File: config.mk
export PLATFORM = sky130hd
export DESIGN_NAME = multi_frame_writer
export DESIGN_NICKNAME = d
export VERILOG_FILES = /design/src/rtl/mfw_pkg.sv /design/src/rtl/pixel_burst_fifo.sv /design/src/rtl/multi_frame_writer.sv
export SDC_FILE = /design/constraint.sdc
export NUM_CORES = 1
export LEC_CHECK = 0
export ABC_AREA = 1
export CAP_MARGIN = 20
export CORE_ASPECT_RATIO = 1.1
export CORE_MARGIN = 3
export CORE_UTILIZATION = 50
export DETAILED_ROUTE_END_ITERATION = 8
export GPL_ROUTABILITY_DRIVEN = 0
export HOLD_SLACK_MARGIN = 0.08
export PLACE_DENSITY = 0.78
export REMOVE_ABC_BUFFERS = 1
export SETUP_SLACK_MARGIN = 0.3
export SLEW_MARGIN = 20
export SYNTH_ARGS = -nofsm -noshare
export SYNTH_HDL_FRONTEND = slang
export SYNTH_HIERARCHICAL = 1
export SYNTH_SLANG_ARGS = --single-unit
File: constraint.sdc
create_clock -name clk -period 6.5 [get_ports clk]
set_input_delay 1.95 -clock clk [delete_from_list [all_inputs] [get_ports clk]]
set_output_delay 1.95 -clock clk [all_outputs]
set_load 0.005 [all_outputs]
File: src/rtl/mfw_pkg.sv
// Shared types for the multi-frame writer: FSM states, AXI burst encoding
// and the beat-size helper.
package mfw_pkg;

   typedef enum logic [2:0] {
      IDLE,
      FILL,
      CMD,
      DATA,
      RESP
   } mfw_state_t;

   localparam logic [1:0] AXI_BURST_INCR = 2'b01;

   function automatic logic [2:0] axi_size(input int unsigned bytes);
      logic [2:0] s;
      s = '0;
      for (int i = 0; i < 8; i++)
         if (bytes == (32'd1 << i)) s = 3'(i);
      return s;
   endfunction

endpackage

File: src/rtl/pixel_burst_fifo.sv
// Burst staging FIFO; clr empties it and may keep a beat pushed
// in the same cycle as the new head.
module pixel_burst_fifo #(
   parameter int unsigned DEPTH = 16,
   parameter int unsigned WIDTH = 32
) (
   input  logic                       clk,
   input  logic                       rst_n,
   input  logic                       clr,
   input  logic                       push,
   input  logic                       pop,
   input  logic [WIDTH-1:0]           din,
   output logic [WIDTH-1:0]           dout,
   output logic [$clog2(DEPTH):0]     count,
   output logic                       full,
   output logic                       empty
);

   localparam int unsigned AW = (DEPTH > 1) ? $clog2(DEPTH) : 1;
   localparam int unsigned CW = $clog2(DEPTH) + 1;

   logic [WIDTH-1:0] mem [DEPTH];
   logic [AW-1:0]    rd_ptr;
   logic [AW-1:0]    wr_ptr;
   logic [AW-1:0]    wr_sel;

   assign wr_sel = clr ? '0 : wr_ptr;
   assign dout   = mem[rd_ptr];
   assign full   = (count == CW'(DEPTH));
   assign empty  = (count == '0);

   always_ff @(posedge clk) begin
      if (push) mem[wr_sel] <= din;
   end

   always_ff @(posedge clk or negedge rst_n) begin
      if (!rst_n) begin
         rd_ptr <= '0;
         wr_ptr <= '0;
         count  <= '0;
      end else if (clr) begin
         rd_ptr <= '0;
         wr_ptr <= push ? AW'(1) : '0;
         count  <= push ? CW'(1) : '0;
      end else begin
         if (push) wr_ptr <= wr_ptr + AW'(1);
         if (pop)  rd_ptr <= rd_ptr + AW'(1);
         count <= count + CW'(push) - CW'(pop);
      end
   end

endmodule

File: src/rtl/multi_frame_writer.sv
// Streams video frames into a ring of frame buffers as AXI-style
// INCR write bursts staged through a small pixel FIFO.
module multi_frame_writer
   import mfw_pkg::*;
#(
   parameter int unsigned DATA_WIDTH  = 32,
   parameter int unsigned ADDR_WIDTH  = 32,
   parameter int unsigned BURST_LEN   = 16,
   parameter int unsigned NUM_BUFFERS = 3,
   parameter logic [ADDR_WIDTH-1:0] BASE_ADDR    = '0,
   parameter logic [ADDR_WIDTH-1:0] FRAME_STRIDE = ADDR_WIDTH'(32'h0010_0000)
) (
   input  logic                    clk,
   input  logic                    rst_n,
   input  logic [DATA_WIDTH-1:0]   s_axis_tdata,
   input  logic                    s_axis_tvalid,
   output logic                    s_axis_tready,
   input  logic                    s_axis_tlast,
   input  logic                    s_axis_tuser,
   input  logic [31:0]             pixels_per_frame,
   input  logic [15:0]             frame_width,
   input  logic [15:0]             frame_height,
   output logic                    start_write,
   output logic [ADDR_WIDTH-1:0]   write_addr,
   output logic [31:0]             write_len,
   output logic [2:0]              write_size,
   output logic [1:0]              write_burst,
   output logic [DATA_WIDTH-1:0]   write_data,
   output logic [DATA_WIDTH/8-1:0] write_strb,
   output logic                    write_valid,
   input  logic                    write_ready,
   input  logic                    write_done,
   output logic                    frame_ready,
   output logic [ADDR_WIDTH-1:0]   base_addr_out,
   output logic [2:0]              buf_index,
   output logic                    frame_error
);

   localparam int unsigned CW    = $clog2(BURST_LEN) + 1;
   localparam int unsigned BYTES = DATA_WIDTH / 8;

   mfw_state_t state, state_n;

   logic                  active;
   logic [31:0]           cnt, cnt_nx, ppf, ppf_nx;
   logic [15:0]           fw, fw_nx, col, col_cur;
   logic [ADDR_WIDTH-1:0] offset, buf_base;
   logic [CW-1:0]         fifo_count, beats;
   logic                  fifo_full, fifo_empty;
   logic                  acc, push, pop, clr, restart, err_nx;
   logic                  frame_last;
   logic                  unused_height;

   assign unused_height = ^frame_height;

   assign buf_base    = BASE_ADDR + ADDR_WIDTH'(buf_index) * FRAME_STRIDE;
   assign write_addr  = buf_base + offset;
   assign write_len   = 32'(fifo_count) - 32'd1;
   assign write_size  = axi_size(BYTES);
   assign write_burst = AXI_BURST_INCR;
   assign write_strb  = '1;
   assign frame_last  = (cnt == ppf);

   pixel_burst_fifo #(
      .DEPTH (BURST_LEN),
      .WIDTH (DATA_WIDTH)
   ) u_fifo (
      .clk   (clk),
      .rst_n (rst_n),
      .clr   (clr),
      .push  (push),
      .pop   (pop),
      .din   (s_axis_tdata),
      .dout  (write_data),
      .count (fifo_count),
      .full  (fifo_full),
      .empty (fifo_empty)
   );

   always_ff @(posedge clk or negedge rst_n) begin
      if (!rst_n) state <= IDLE;
      else        state <= state_n;
   end

   always_comb begin
      state_n       = state;
      s_axis_tready = 1'b0;
      start_write   = 1'b0;
      write_valid   = 1'b0;
      acc           = 1'b0;
      pop           = 1'b0;
      clr           = 1'b0;
      restart       = 1'b0;
      err_nx        = 1'b0;
      cnt_nx        = cnt + 32'd1;
      ppf_nx        = ppf;
      fw_nx         = fw;
      col_cur       = col;
      unique case (state)
         IDLE: begin
            s_axis_tready = active;
            acc           = s_axis_tvalid && active;
            restart       = acc && s_axis_tuser;
         end
         FILL: begin
            s_axis_tready = !fifo_full;
            acc           = s_axis_tvalid && !fifo_full;
            restart       = acc && s_axis_tuser && (cnt != '0);
            clr           = restart;
            err_nx        = restart;
         end
         CMD: begin
            start_write = 1'b1;
            state_n     = DATA;
         end
         DATA: begin
            write_valid = !fifo_empty;
            pop         = write_valid && write_ready;
            if (pop && fifo_count == CW'(1)) state_n = RESP;
         end
         RESP: begin
            if (write_done) state_n = frame_last ? IDLE : FILL;
         end
         default: state_n = IDLE;
      endcase
      push = restart || (acc && state == FILL);
      if (restart) begin
         cnt_nx  = 32'd1;
         ppf_nx  = pixels_per_frame;
         fw_nx   = frame_width;
         col_cur = '0;
      end
      // a burst closes as soon as the FIFO fills or the frame ends
      if (push) begin
         err_nx = err_nx || (s_axis_tlast && col_cur != fw_nx - 16'd1);
         if (cnt_nx == ppf_nx ||
             (!clr && fifo_count == CW'(BURST_LEN - 1)))
            state_n = CMD;
         else
            state_n = FILL;
      end
   end

   always_ff @(posedge clk or negedge rst_n) begin
      if (!rst_n) begin
         active        <= 1'b0;
         cnt           <= '0;
         ppf           <= '0;
         fw            <= '0;
         col           <= '0;
         offset        <= '0;
         beats         <= '0;
         buf_index     <= '0;
         base_addr_out <= BASE_ADDR;
         frame_ready   <= 1'b0;
         frame_error   <= 1'b0;
      end else begin
         active      <= 1'b1;
         frame_ready <= 1'b0;
         frame_error <= err_nx;
         if (restart) begin
            ppf    <= ppf_nx;
            fw     <= fw_nx;
            offset <= '0;
         end
         if (push) begin
            cnt <= cnt_nx;
            col <= (col_cur == fw_nx - 16'd1) ? '0 : col_cur + 16'd1;
         end
         if (start_write) beats <= fifo_count;
         if (state == RESP && write_done) begin
            offset <= offset + ADDR_WIDTH'(beats) * ADDR_WIDTH'(BYTES);
            if (frame_last) begin
               frame_ready   <= 1'b1;
               base_addr_out <= buf_base;
               buf_index     <= (buf_index == 3'(NUM_BUFFERS - 1)) ?
                                '0 : buf_index + 3'd1;
            end
         end
      end
   end

endmodule

==> qor.yml, run 1 <==
ctsResizeCount: 0
crit_path_max_incr_delay_ns: 0.75
post-route-util_pct: 57.87
synth_area_per_cell_um2: 8.978
die_x_um: 252.8
synth_top_area_share_pct: 45.91
setup_ws_ns: 0.8748
root_buffer: "clkbuf_16"
ys_seq_elements: 668
yosys_warnings: 6
dpl.cell_count: 4618
drt_wl_total_mm: 80.52
grt_pass1_wl_mm: 125.6
power_per_cell_area_mw_per_mm2: 413.1
fin_crit_sh_pct: 86.54
ant_nets: 0
synth_most_common_cell: "nand2_1"
drtIter0Drc: 2393
min_to: "col[6]"
cts_buffers: 71
syn-cell-area_mm2: 0.03349
grt_max_degree: 151
cp_cell_sequence: "inv_8 -> buf_4 -> nand2_1 -> nand2_1 -> nand2_1 -> nand3_1 -> nand3_1 -> nand2_1 -> clkdlybuf4s50_1"
start_util_pct: 51.05
cts-htree-levels: 3
synthTopCellsByCount: "nand2_1 (1,162), inv_1 (580), edfxtp_1 (512)"
place_ws_ns: 0.9055
cap_violations: 0
syn_to_final_growth_pct: 13.37
tns_ns: 0
r2r_start: "u_fifo/count[2]"
fin_area_mm2: 0.03796
drv_slew: 0
grt_pass1_vias: 23890
vias: 25160
status: "finished, final reports clean"
antenna_found_initial: 4
synthCells: 3730
arrival_ns: 3.68
r2r_slack_ns: 2.37
ir_drop_mv: 0.2684
drc: 0
cts_hold_buf: 0
async_flop_share_pct: 23.35
clock-sinks: 668
nNetsFinal: 3971
r2r_end: "u_fifo/mem[9][0]"
core_mm2: 0.06560
rows: 98
ctsLongestPathBuffers: 3
cts_tree: "yes"
max_freq_ghz: 0.1778
synth_edf_count: 512
drive_gt1_share_pct: 6.077
drtPass1Iterations: 5
ys_seq_area_share_pct: 57.57
grt_overflow: 0
ff2ff_path_depth: 13
hpwl_mm: 48.44
grt_use_total_pct: 22.68
finClkSkew_ns: 0.02724
crit_slowest_cell: "inv_8"
hold_viol_final: 0
wl_per_cell_um: 16.94
dieArea_mm2: 0.07012
stdcell_count: 4752
end_kind: "output pin"
critPathMaxFanout: 150
die_h_um: 277.4
yosys.area.top_type: "edfxtp_1"
power.leakage_nw: 16.48
setup_violations: 0
synth_top_flop_cell: "edfxtp_1"
post_cts_buffers: 0
yosysUniqueCellTypes: 57
holdCritStartpoint: "col[6]"
clk_pin_slew_ns: 0.06
maxSlewHeadroom_pct: 29.60
rsz0062_at_grt: "false"
path_common_cell: "nand2_1"
postPlaceCellArea_mm2: 0.03561
synthTopCellsByArea: "edfxtp_1 (46%), nand2_1 (13%), dfrtp_1 (12%)"
pin_count: 248
via_per_inst: 5.294
worst_pin_slew_ns: 1.056
numPortBuffers: 191
clk_latency_ns: 0.61
required_ns: 4.55
finalCriticalPeriod_ns: 5.625
min_path_type: "reg -> reg"
whs_path_depth: 2
cp-start-kind: "flip-flop"
worstSetupPathType: "reg -> out"
## report_power, final
group | internal [mW] | switching [mW] | total, mW | leakage [nW]
Clock | 2.35 | 1.66 | 4.00 | 1.14
Combinational | 2.11 | 3.92 | 6.03 | 8.71
Sequential | 5.22 | 0.425 | 5.65 | 6.64
Total | 9.68 | 6.00 | 15.7 | 16.5
## registers in the layout, summed over array words and instances, names as in the netlist
name,count
u_fifo/wr_ptr,4
ppf,32
fw,16
base_addr_out,3
cnt,32
u_fifo/count,5
frame_error,1
buf_index,3
u_fifo/mem,512
frame_ready,1
col,16
state,3
offset,30
active,1
u_fifo/rd_ptr,4
beats,5
## cells by family (layout without fill, tap and decap cells)
family                   count (synthesis)  after routing  share of synthesized area, %
multiplexers                             8              8                        0.2391
adder cells (fa/ha/maj)                 26             26                         1.039
buffers and inverters                  823            954                         11.40
flip-flops                             668            668                         57.57
other                                    2             43                       0.02243
AO/OA/AOI/OAI                          152            152                         2.444
XOR/XNOR                                73             73                         1.909
AND/OR/NAND/NOR                       1978           1978                         25.38
## metrics by stage
step                      total power, mW  hold WS [ns]
after CTS                           15.76        0.4851
final                               15.68        0.4801
after global routing                16.70        0.5087
after floorplan                     9.541        0.4489
after global placement              11.57        0.4579
after detailed placement            11.71        0.4703
## metal layers
layer	GRT usage (%)	wire length, µm
met5	0	23
met4	9.584	2969
met3	3.835	6642
met2	38.89	39550
met1	28.40	31330
## worst max path at each step
stage	startpoint	cells past startpoint	to	slack, ns
after floorplan	u_fifo/rd_ptr[0]	6	write_data[11]	-2.76
after global placement	s_axis_tvalid	10	u_fifo/mem[12][18]	0.93
after detailed placement	s_axis_tvalid	10	u_fifo/mem[12][26]	0.91
after CTS	u_fifo/rd_ptr[0]	9	write_data[22]	0.83
after global routing	u_fifo/rd_ptr[0]	9	write_data[30]	0.66
final	u_fifo/rd_ptr[0]	9	write_data[22]	0.87
## worst max-delay path: cells and delay by family (launching register included)
kind / cells / cell delay [ns]
buf+inv: 3 / 1.74
simple gates: 6 / 0.60
flops: 1 / 0.72
## area by class of cell
cell class              count  area [µm²]
well taps                 850        1064
multi-input cells        2278       10660
fillers                  5293       27640
repair buffers            237        2416
inverters                 586        2210
clock inverters            41       410.4
diodes                      2       5.005
flip-flops and latches    668       19290
clock buffers              90        1912
## placed cells by master, fill, tap and decap left out, types with 22 or more instances in the layout
master           synthesis  routed
nand2_1               1162    1162
inv_1                  580     578
edfxtp_1               512     512
nand3_1                490     490
clkdlybuf4s50_1          0     190
nor2_1                 177     161
dfrtp_1                156     152
o21ai_0                 91      91
clkbuf_16                0      74
xor2_1                  51      51
conb_1                   2      41
nand4_1                 37      37
buf_4                  105      34
nor3_1                  32      32
a21oi_1                 32      32
ha_1                    23      23
xnor2_1                 22      22
nor2_4                   6      22
Note: power is estimated with default switching activity, not from simulation.
==> run 2, diff against run 1 <==
--- a/config.mk
+++ b/config.mk
@@ -16,7 +16,6 @@
 export PLACE_DENSITY = 0.78
 export REMOVE_ABC_BUFFERS = 1
 export SETUP_SLACK_MARGIN = 0.3
-export SLEW_MARGIN = 20
 export SYNTH_ARGS = -nofsm -noshare
 export SYNTH_HDL_FRONTEND = slang
 export SYNTH_HIERARCHICAL = 1
==> run 2 against run 1 <==
Core utilization about the same; setup slack better by 0.013 ns; global-route usage stayed put; combinational power hardly changed; wire length shrank 0.24%; sequential cell count did not move; critical path depth unchanged; non-clock buffer count down 1; hold slack is essentially flat; clock skew decreased by 0.0022 ns; design area about the same; critical endpoint unchanged.
==> qor.yml, run 2 (synthesized netlist as in run 1, its figures left out) <==
finClkSkew_ns: 0.02505
via_per_inst: 5.286
clock-sinks: 668
grt_use_total_pct: 22.68
pin_count: 248
arrival_ns: 3.66
multi_input_area_mm2: 0.01066
top_regs: "u_fifo/mem x512, cnt x32, ppf x32"
cp-start-kind: "flip-flop"
nNetsFinal: 3970
grt_max_degree: 151
core_mm2: 0.06560
final_common_cell: "nand2_1"
regMostFlops: "u_fifo/mem"
die_h_um: 277.4
cp_cell_sequence: "inv_8 -> buf_4 -> nand2_1 -> nand2_1 -> nand2_1 -> nand3_1 -> nand3_1 -> nand2_1 -> clkdlybuf4s50_1"
ctsResizeCount: 0
ant_nets: 0
clk_latency_ns: 0.61
finalCriticalPeriod_ns: 5.612
setup_violations: 0
hold_viol_final: 0
critPathMaxFanout: 150
worstSetupPathType: "reg -> out"
tns_ns: 0
clk_pin_slew_ns: 0.06
drv_slew: 0
max_freq_ghz: 0.1782
wl_per_cell_um: 16.91
ctsLongestPathBuffers: 3
numPortBuffers: 191
antenna_found_initial: 4
cts_tree: "yes"
die_x_um: 252.8
drtPass1Iterations: 6
cap_violations: 0
rows: 98
required_ns: 4.55
cts_buffers: 71
holdWs_ns: 0.4801
crit_family: "buffers and inverters"
syn_to_final_growth_pct: 13.29
drive_gt1_share_pct: 6.053
start_util_pct: 51.05
grt_overflow: 0
drc: 0
hpwl_mm: 48.44
grt_pass1_vias: 23890
min_path_type: "reg -> reg"
vias: 25120
root_buffer: "clkbuf_16"
mostFrequentLayoutCells: "nand2_1 (1,162), inv_1 (578), edfxtp_1 (512)"
fin_crit_sh_pct: 86.34
dieArea_mm2: 0.07012
grt_pass1_wl_mm: 125.6
maxSlewHeadroom_pct: 30.79
cts_hold_buf: 0
crit_path_max_incr_delay_ns: 0.75
worst_pin_slew_ns: 1.038
power.leakage_nw: 16.47
power_per_cell_area_mw_per_mm2: 413.2
ir_drop_mv: 0.2687
rsz0062_at_grt: "false"
drtIter0Drc: 2308
power.total_mw: 15.67
drt_wl_total_mm: 80.32
crit_slowest_cell: "inv_8"
crit_buf_inv: 3
regArea_mm2: 0.01929
largest_reg_flops: 512
end_kind: "output pin"
fillers: 5299
cts-htree-levels: 3
status: "finished, final reports clean"
post_cts_buffers: 0
path_common_cell: "nand2_1"
==> run 2: metrics by stage <==
step / utilization (%) / cells / worst slack, ns / area [µm²]
6_report: 57.83 / 4751 / 0.8879 / 37940
3_3_place_gp: 54.28 / 4618 / 0.9268 / 35610
4_1_cts: 57.82 / 4749 / 0.8334 / 37930
5_1_grt: 57.82 / 4749 / 0.6559 / 37930
3_5_place_dp: 54.28 / 4618 / 0.9055 / 35610
2_1_floorplan: - / 3532 / -2.759 / 32020
==> run 2: worst paths after layout <==
check                                 start                end  slack (ns)  depth (start not counted)
setup / recovery           u_fifo/rd_ptr[0]     write_data[22]        0.89                          9
setup reg to reg            u_fifo/count[2]  u_fifo/mem[9][15]        2.40                         13
max in group asynchronous             rst_n             col[5]        3.88                          2
hold / removal                       col[6]             col[6]        0.48                          2
min in group asynchronous             rst_n            cnt[25]        1.27                          1
hold reg to reg                      col[6]             col[6]        0.48                          2
==> run 2: metal layers <==
| metal | GRT usage (%) | routed length [µm] | vias up |
|---|---|---|---|
| li1 | - | - | 12040 |
| met1 | 28.40 | 30800 | 11760 |
| met2 | 38.89 | 39510 | 1097 |
| met3 | 3.835 | 6881 | 219 |
| met4 | 9.584 | 3115 | 4 |
| met5 | 0 | 23 | - |
==> run 2: final cells by class <==
| type | instances | share of cell area, % |
|---|---|---|
| diodes | 2 | 0.01319 |
| flip-flops and latches | 668 | 50.84 |
| inverters | 586 | 5.825 |
| clock buffers | 90 | 5.040 |
| multi-input cells | 2278 | 28.10 |
| repair buffers | 236 | 6.296 |
| clock inverters | 41 | 1.082 |
| well taps | 850 | 2.803 |
==> run 2: report_power, final <==
group	total [mW]	internal [mW]	switching (mW)
clock network	4.00	2.35	1.66
registers	5.65	5.22	0.426
logic	6.02	2.11	3.91
==> run 2: worst min-delay path, delay by kind of cell (launching register included) <==
kind | cells | cell delay [ns]
DFF | 1 | 0.34
and+or+nand+nor | 2 | 0.11
